==> src/rtl/mips_fetch_queue_if.sv <==
// Fetch-queue bundle: branch redirect in, instruction-memory port, decode handshake and statistics out.
// The slave modport is the fetch queue itself; the master modport is its environment.
interface mips_fetch_queue_if #(
    parameter int XLEN  = 32,
    parameter int DEPTH = 4,
    parameter int CNT_W = 16
);
    localparam int CW = $clog2(DEPTH) + 1;

    logic            pc_src;
    logic [XLEN-1:0] add_res;
    logic [XLEN-1:0] imem_addr;
    logic [31:0]     imem_rdata;
    logic            d_ready;
    logic            d_valid;
    logic [31:0]     d_inst;
    logic [XLEN-1:0] d_pc;
    logic [CW-1:0]   count;
    logic [CNT_W-1:0] stall_cnt;
    logic [CNT_W-1:0] flush_cnt;

    modport slave (
        input  pc_src, add_res, imem_rdata, d_ready,
        output imem_addr, d_valid, d_inst, d_pc, count, stall_cnt, flush_cnt
    );

    modport master (
        output pc_src, add_res, imem_rdata, d_ready,
        input  imem_addr, d_valid, d_inst, d_pc, count, stall_cnt, flush_cnt
    );
endinterface

==> src/rtl/mips_fetch_queue.sv <==
// Instruction prefetch FIFO between imem and decode; fetched word visible on d_* one edge after its PC is sampled.
// Fetch stalls (PC holds) only when full with no pop; a redirect flushes everything and refetches from the target.
module mips_fetch_queue #(
    parameter int              XLEN     = 32,
    parameter int              DEPTH    = 4,
    parameter logic [XLEN-1:0] RESET_PC = '0,
    parameter int              CNT_W    = 16
) (
    input  logic             clk,
    input  logic             rst,
    mips_fetch_queue_if.slave bus
);
    localparam int            PTR_W = $clog2(DEPTH);
    localparam int            CW    = PTR_W + 1;
    localparam logic [CW-1:0] FULL  = CW'(DEPTH);

    typedef struct packed {
        logic [XLEN-1:0] pc;
        logic [31:0]     inst;
    } entry_t;

    entry_t           mem_q [DEPTH];
    entry_t           head;
    logic [XLEN-1:0]  pc_q, pc_d;
    logic [PTR_W-1:0] wr_q, wr_d;
    logic [PTR_W-1:0] rd_q, rd_d;
    logic [CW-1:0]    count_q, count_d;
    logic [CNT_W-1:0] stall_q, stall_d;
    logic [CNT_W-1:0] flush_q, flush_d;
    logic             vld;
    logic             pop;
    logic             push;
    logic             unused_add_res_lsb;

    assign unused_add_res_lsb = ^bus.add_res[1:0];

    always_comb begin
        vld     = (count_q != '0);
        pop     = vld & bus.d_ready;
        // A full queue can still accept the new word when the head leaves this edge.
        push    = !bus.pc_src && ((count_q != FULL) || pop);
        pc_d    = pc_q;
        wr_d    = wr_q;
        rd_d    = rd_q;
        count_d = count_q;
        stall_d = stall_q;
        flush_d = flush_q;

        if (bus.pc_src) begin
            pc_d    = {bus.add_res[XLEN-1:2], 2'b00};
            wr_d    = '0;
            rd_d    = '0;
            count_d = '0;
        end else begin
            if (push) begin
                pc_d = pc_q + XLEN'(4);
                wr_d = wr_q + PTR_W'(1);
            end
            if (pop) begin
                rd_d = rd_q + PTR_W'(1);
            end
            case ({push, pop})
                2'b10:   count_d = count_q + CW'(1);
                2'b01:   count_d = count_q - CW'(1);
                default: count_d = count_q;
            endcase
        end

        if (vld && !bus.d_ready && (stall_q != '1)) begin
            stall_d = stall_q + CNT_W'(1);
        end
        if (bus.pc_src && (flush_q != '1)) begin
            flush_d = flush_q + CNT_W'(1);
        end
    end

    always_ff @(posedge clk or posedge rst) begin
        if (rst) begin
            pc_q    <= RESET_PC;
            wr_q    <= '0;
            rd_q    <= '0;
            count_q <= '0;
            stall_q <= '0;
            flush_q <= '0;
        end else begin
            pc_q    <= pc_d;
            wr_q    <= wr_d;
            rd_q    <= rd_d;
            count_q <= count_d;
            stall_q <= stall_d;
            flush_q <= flush_d;
        end
    end

    // Storage needs no reset: entries are only visible once count covers them.
    always_ff @(posedge clk) begin
        if (push) begin
            mem_q[wr_q] <= {pc_q, bus.imem_rdata};
        end
    end

    assign head          = mem_q[rd_q];
    assign bus.imem_addr = pc_q;
    assign bus.d_valid   = vld;
    assign bus.d_inst    = vld ? head.inst : 32'h0;
    assign bus.d_pc      = vld ? head.pc : '0;
    assign bus.count     = count_q;
    assign bus.stall_cnt = stall_q;
    assign bus.flush_cnt = flush_q;

    a_count_bound : assert property (@(posedge clk) disable iff (rst) count_q <= FULL);
    a_ptr_diff    : assert property (@(posedge clk) disable iff (rst)
                                     PTR_W'(wr_q - rd_q) == count_q[PTR_W-1:0]);
endmodule
==> src/flat_wrapper.sv <==
// flat-port wrapper written by rule: the top's interface ports become plain ports
module mips_fetch_queue_flat 
#(
    parameter int              XLEN     = 32,
    parameter int              DEPTH    = 4,
    parameter logic [XLEN-1:0] RESET_PC = '0,
    parameter int              CNT_W    = 16
)
  (clk, rst, bus_pc_src, bus_add_res, bus_imem_rdata, bus_d_ready, bus_imem_addr, bus_d_valid, bus_d_inst, bus_d_pc, bus_count, bus_stall_cnt, bus_flush_cnt);
  mips_fetch_queue_if #(.XLEN(XLEN), .DEPTH(DEPTH), .CNT_W(CNT_W)) bus_i ();
  input  logic clk;
  input  logic rst;
  input wire logic [$bits(bus_i.pc_src)-1:0] bus_pc_src;
  input wire logic [$bits(bus_i.add_res)-1:0] bus_add_res;
  input wire logic [$bits(bus_i.imem_rdata)-1:0] bus_imem_rdata;
  input wire logic [$bits(bus_i.d_ready)-1:0] bus_d_ready;
  output wire logic [$bits(bus_i.imem_addr)-1:0] bus_imem_addr;
  output wire logic [$bits(bus_i.d_valid)-1:0] bus_d_valid;
  output wire logic [$bits(bus_i.d_inst)-1:0] bus_d_inst;
  output wire logic [$bits(bus_i.d_pc)-1:0] bus_d_pc;
  output wire logic [$bits(bus_i.count)-1:0] bus_count;
  output wire logic [$bits(bus_i.stall_cnt)-1:0] bus_stall_cnt;
  output wire logic [$bits(bus_i.flush_cnt)-1:0] bus_flush_cnt;
  assign bus_i.pc_src = bus_pc_src;
  assign bus_i.add_res = bus_add_res;
  assign bus_i.imem_rdata = bus_imem_rdata;
  assign bus_i.d_ready = bus_d_ready;
  assign bus_imem_addr = bus_i.imem_addr;
  assign bus_d_valid = bus_i.d_valid;
  assign bus_d_inst = bus_i.d_inst;
  assign bus_d_pc = bus_i.d_pc;
  assign bus_count = bus_i.count;
  assign bus_stall_cnt = bus_i.stall_cnt;
  assign bus_flush_cnt = bus_i.flush_cnt;
  mips_fetch_queue #(.XLEN(XLEN), .DEPTH(DEPTH), .RESET_PC(RESET_PC), .CNT_W(CNT_W)) u_core (.clk(clk), .rst(rst), .bus(bus_i));
endmodule
==> config.mk <==
export PLATFORM = sky130hd
export DESIGN_NAME = mips_fetch_queue_flat
export DESIGN_NICKNAME = d
export VERILOG_FILES = /design/src/rtl/mips_fetch_queue_if.sv /design/src/rtl/mips_fetch_queue.sv /design/src/flat_wrapper.sv
export SDC_FILE = /design/constraint.sdc
export NUM_CORES = 1
export LEC_CHECK = 0
export CORE_MARGIN = 2
export CORE_UTILIZATION = 58
export CTS_CLUSTER_SIZE = 25
export DETAILED_ROUTE_END_ITERATION = 8
export MAX_ROUTING_LAYER = met4
export PLACE_DENSITY = 0.85
export SYNTH_ARGS = -nofsm -noshare
export SYNTH_HDL_FRONTEND = slang
export SYNTH_SLANG_ARGS = --single-unit
==> constraint.sdc <==
create_clock -name clk -period 6.8 [get_ports clk]
set_input_delay 1.02 -clock clk [delete_from_list [all_inputs] [get_ports clk]]
set_output_delay 1.02 -clock clk [all_outputs]
set_load 0.005 [all_outputs]
### Word-level counts from Yosys, hierarchy flattened

Memories as Yosys holds them, arrays and structs flattened.
Cells that the tools add are included.

* reduce and logical (&&, ||, !) cells: 11
* bitwise logic cells: 1
* add/subtract/negate cells: 7
* muxes and demuxes: 12
* equality and inequality tests: 5

Operators with widths (count)
* $mux W32: 4
* $add A16 B1 Y16 const B: 2
* $add A32 B3 Y32 const B: 1
* $ne A16 B16 Y1 const B: 2
* $mux W2: 4
* $pmux W3 S2: 1
* $reduce_bool A3 Y1: 2
* $add A2 B1 Y2 const B: 2
* $logic_and A1 B1 Y1: 4
* $reduce_bool A2 Y1: 2
* $add A3 B1 Y3 const B: 1
* $mux W3: 1
* $ne A3 B3 Y1 const B: 1
* $sub A3 B1 Y3 const B: 1
* $eq A2 B1 Y1 const B: 1
* $eq A2 B2 Y1 const B: 1
* $logic_not A1 Y1: 2
* $mux W1: 2
* $and A1 B1 Y1: 1
* $logic_or A1 B1 Y1: 1

* register bits: 71
* output and inout bits: 132
* RAM bits: 256
* bits of input ports: 68
* memories: 1
* logic and storage cells: 43

Memories
* u_core.mem_q: depth 4, bits a word 64, rd ports 1, clocked after Yosys merged registers in 0, write ports 1, line mips_fetch_queue.sv:22 `entry_t mem_q [DEPTH];`

### Longest topological paths before layout

* depth after elaboration: 7
* gate-level depth with buffers: 9
* gate-level depth less buffers: 7

### Worst setup path after synthesis

OpenSTA, ideal clock, no wires.

* kind: in2reg
* start: in bus_d_ready
* end: mem u_core.mem_q[0][0] (netlist name) (enable)
* path slack: 3186 ps
* stages: 4
* arrival: 3187 ps
* library setup time: 427 ps
* data required time: 6373 ps
* cell sequence: or4b_1 clkbuf_1 clkbuf_1 and3_1

* word-level cells in the longest chain between the ends: 5

Ends and longest elaborated chain
* start: declaration: line flat_wrapper.sv:16 `input wire logic [$bits(bus_i.d_ready)-1:0] bus_d_ready;`
* $and A1 B1 Y1: line mips_fetch_queue.sv:39 `pop = vld & bus.d_ready;`
* $logic_or A1 B1 Y1: line mips_fetch_queue.sv:41 `push = !bus.pc_src && ((count_q != FULL) || pop);`
* $logic_and A1 B1 Y1: line mips_fetch_queue.sv:41
* $mux W1: line mips_fetch_queue.sv:97 `if (push) begin`
* $mux W1 (not written as such): line mips_fetch_queue.sv:98 `mem_q[wr_q] <= {pc_q, bus.imem_rdata};`
* end: declaration: line mips_fetch_queue.sv:22

Every way passes these cells.

### Worst setup path in the final report

* start: reg u_core.rd_q[0]
* end: out bus_d_inst[11]

* word-level cells in the longest chain between the ends: 2

Ends and longest elaborated chain
* start: declaration: line mips_fetch_queue.sv:26 `logic [PTR_W-1:0] rd_q, rd_d;`
* start signal: assignment: line mips_fetch_queue.sv:88 `rd_q <= rd_d;`
* $mem_v2 Z4 W64
* $mux W32: line mips_fetch_queue.sv:105 `assign bus.d_inst = vld ? head.inst : 32'h0;`
* end: declaration: line flat_wrapper.sv:19 `output wire logic [$bits(bus_i.d_inst)-1:0] bus_d_inst;`

Every way passes these cells.

==> qor.txt <==
Status = completed
Crit path arrival time = 3340 ps
CP max FO = 41
Vias post-DR = 7748
Proportion of layout cells with a drive suffix above 1 = 12.6%
# port buffers = 193
DR iter-0 viols = 506
Flops & latches, synth = 317
Fin crit period = 4360 ps
Root Driver = clkbuf_16
IO Count = 200
Syn avg cell area = 16.4 um2
Synth Flop Type = edfxtp_1
Avg WL per Cell = 21.4 um
Hold Path Depth = 1
EDFF count, synth = 248
CTS buffer count = 31
DP Wirelength = 16600 um
Drt pass-1 iters = 5
Cell Pwr Density = 342 nW/um2
Vias per inst = 5.91
Worst Path Required = 5780 ps
FFs w/ async S/R, synth = 21.8%
Die Ht = 155 um
Maximum vdd drop = 337 uV
Max_cap viols = 0
GRT Max-Usage Layer = met2
Starting Density = 58.6%
Drt total wl = 28000 um
CP Launch Type = flip-flop
Final setup TNS = 0 ps
Grt met3 use = 5.97%
CORE AREA = 22500 um2
GRT met2 Usage = 38.6%
Clock sink count = 317
Worst-path clk slew = 60 ps
Met1 usage = 31.9%
Register-to-register setup slack = 4080 ps
Sequential area share after synthesis = 69.5%
Netlist cell types = 51
Nets = 1074
Hold endpoint = u_core.bus.flush_cnt[15]$_DFFE_PP0P_
Overall routing resource usage = 24.2%
First-pass GRT wire length = 43300 um
Final setup fails = 0
GPL Wtd Cong = 0.853
Pin count of the biggest net entering global routing = 70
Final ANT Viol Nets = 0
Post-CTS Hold Fix Bufs = 0
Lkg Pwr = 5.48 nW
Worst R2R Path Depth = 8
Worst Min Path Start = u_core.bus.flush_cnt[15]$_DFFE_PP0P_
Antenna violations before repair = 3
GRT overflow = 0
Final slew viol count = 0
TritonCTS clock tree = yes
F_max = 0.229 GHz
RSZ-0062 raised after global routing = no
Worst Tran Pin Value = 1010 ps
Clock buffer depth = 3
YS warnings = 0
WS Path Type = reg2out
# Post-CTS Setup Buffers = 0
Row cnt = 55
Final hold violation count = 0
Worst Skew = 30.0 ps
Relative slew slack = 32.3%
H-tree depth = 1
Post-route DRC violation count = 0
Post-Syn Area = 13200 um2
Post-Syn Instances = 806
Clock latency at the later pin of the worst-skew pair = 550 ps
Worst hold path class = reg2reg
Post_cts resized = 0
Reg2Reg Launch Point = u_core.bus.count[1]$_DFFE_PP0P_
Final period util = 64.1%
Die ar. = 24000 um2
Final Core Density = 72.6%
Worst R2R End = u_core.bus.count[1]$_DFFE_PP0P_
Layout area overhead = 23.9%
Vias in the first global route = 7993
CP Capture Type = primary output
Die X = 155 um
## cells in the mapped netlist, drive strengths merged (10+ instances only)
cell type	instances	area [um2]
xor2	13	114
nor4	12	75.1
nor2	24	90.1
clkbuf	27	101
inv	10	37.5
o21ai	26	130
mux4	62	1400
and2	67	419
edfxtp	248	7450
or4	11	86.3
xnor2	27	236
nand4	24	150
nand3	26	143
nand2	38	143
dfrtp	69	1730
buf	14	77.6
a31oi	16	100
## metrics by stage
stage,std cells,setup slack [ps],area [um2],power [W],hold WS [ps]
2_1_floorplan,809,3190,13200,0.00324,481
3_3_place_gp,1250,2850,15400,0.00399,489
3_5_place_dp,1250,2830,15400,0.00402,485
4_1_cts,1307,2330,16300,0.00565,499
5_1_grt,1310,2220,16300,0.00585,524
6_report,1310,2440,16300,0.00559,492
## per-layer routing
metal,up-vias,part of all wire [%]
met5,-,0
met4,0,1.5
met3,33,8.3
met2,276,49
met1,3897,41
li1,3542,-
## cells by family (layout without fill, tap and decap cells)
| kind of cell | after synthesis | in the layout | synth area share [%] |
|---|---|---|---|
| flip-flops | 317 | 317 | 69.5 |
| other | 1 | 7 | 0.0284 |
| AO/OA/AOI/OAI | 71 | 71 | 3.34 |
| AND/OR/NAND/NOR | 252 | 252 | 11.1 |
| buffers and inverters | 51 | 264 | 1.64 |
| multiplexers | 66 | 66 | 10.9 |
| XOR/XNOR | 40 | 40 | 2.66 |
| adder cells (fa/ha/maj) | 8 | 8 | 0.816 |
## layout by cell type, fill, tap and decap left out, types with 6 or more instances in the layout
cell type,netlist,layout
or4_1,10,10
xor2_1,13,13
a31oi_1,16,16
xnor2_1,27,27
clkbuf_16,0,31
ha_1,7,7
o21ai_0,26,26
o31ai_1,7,7
nand2_1,38,38
mux4_2,62,62
and2_1,67,67
nand3_1,25,25
edfxtp_1,248,248
nor2_1,24,24
a21oi_1,6,6
inv_1,10,8
or3_1,9,9
clkdlybuf4s50_1,0,193
nor3_1,8,8
clkbuf_1,27,9
clkinv_1,0,6
and4_1,7,7
nand4_1,24,24
dfrtp_1,69,67
o211ai_1,6,6
nor4_1,12,12
## registers in the layout, indices dropped and copies added (netlist names)
name	cells
u_core.wr_q	2
u_core.bus.flush_cnt	16
u_core.bus.stall_cnt	16
u_core.bus.count	3
u_core.mem_q	248
u_core.bus.imem_addr	30
u_core.rd_q	2
## cell type report
type	count	area [um2]
multi-input combinational	441	3830
antenna	3	7.51
clock inverter	14	119
fill	1396	6150
inverter	10	37.5
tap	285	357
timing repair buffer	197	1960
sequential	317	9180
clock buffer	43	851
## worst max-delay path, cell delays in order (launching register included)
cell	delay, ps
dfrtp_4	1000
buf_4	550
mux4_2	560
and2_1	190
clkdlybuf4s50_1	450
## power by group
part | leakage, nW | internal, W | total [W] | switching [W]
clock network | 0.472 | 0.000944 | 0.00162 | 0.000678
logic | 1.88 | 0.000870 | 0.00141 | 0.000540
registers | 3.13 | 0.00232 | 0.00256 | 0.000243
total | 5.48 | 0.00413 | 0.00559 | 0.00146
## worst max-delay path by stage
stage / from / end / slack (ps) / depth (start not counted)
detailed placement: bus_pc_src / u_core.mem_q[3][22]$_DFFE_PP_ / 2830 / 4
global route: u_core.rd_q[0]$_DFFE_PP0P_ / bus_d_inst[11] / 2220 / 4
floorplan: bus_d_ready / u_core.mem_q[0][0]$_DFFE_PP_ / 3190 / 4
CTS: u_core.rd_q[0]$_DFFE_PP0P_ / bus_d_inst[11] / 2330 / 4
finish: u_core.rd_q[0]$_DFFE_PP0P_ / bus_d_inst[11] / 2440 / 4
global placement: bus_pc_src / u_core.mem_q[3][14]$_DFFE_PP_ / 2850 / 4
No activity file was read; power rests on OpenSTA's default activity.
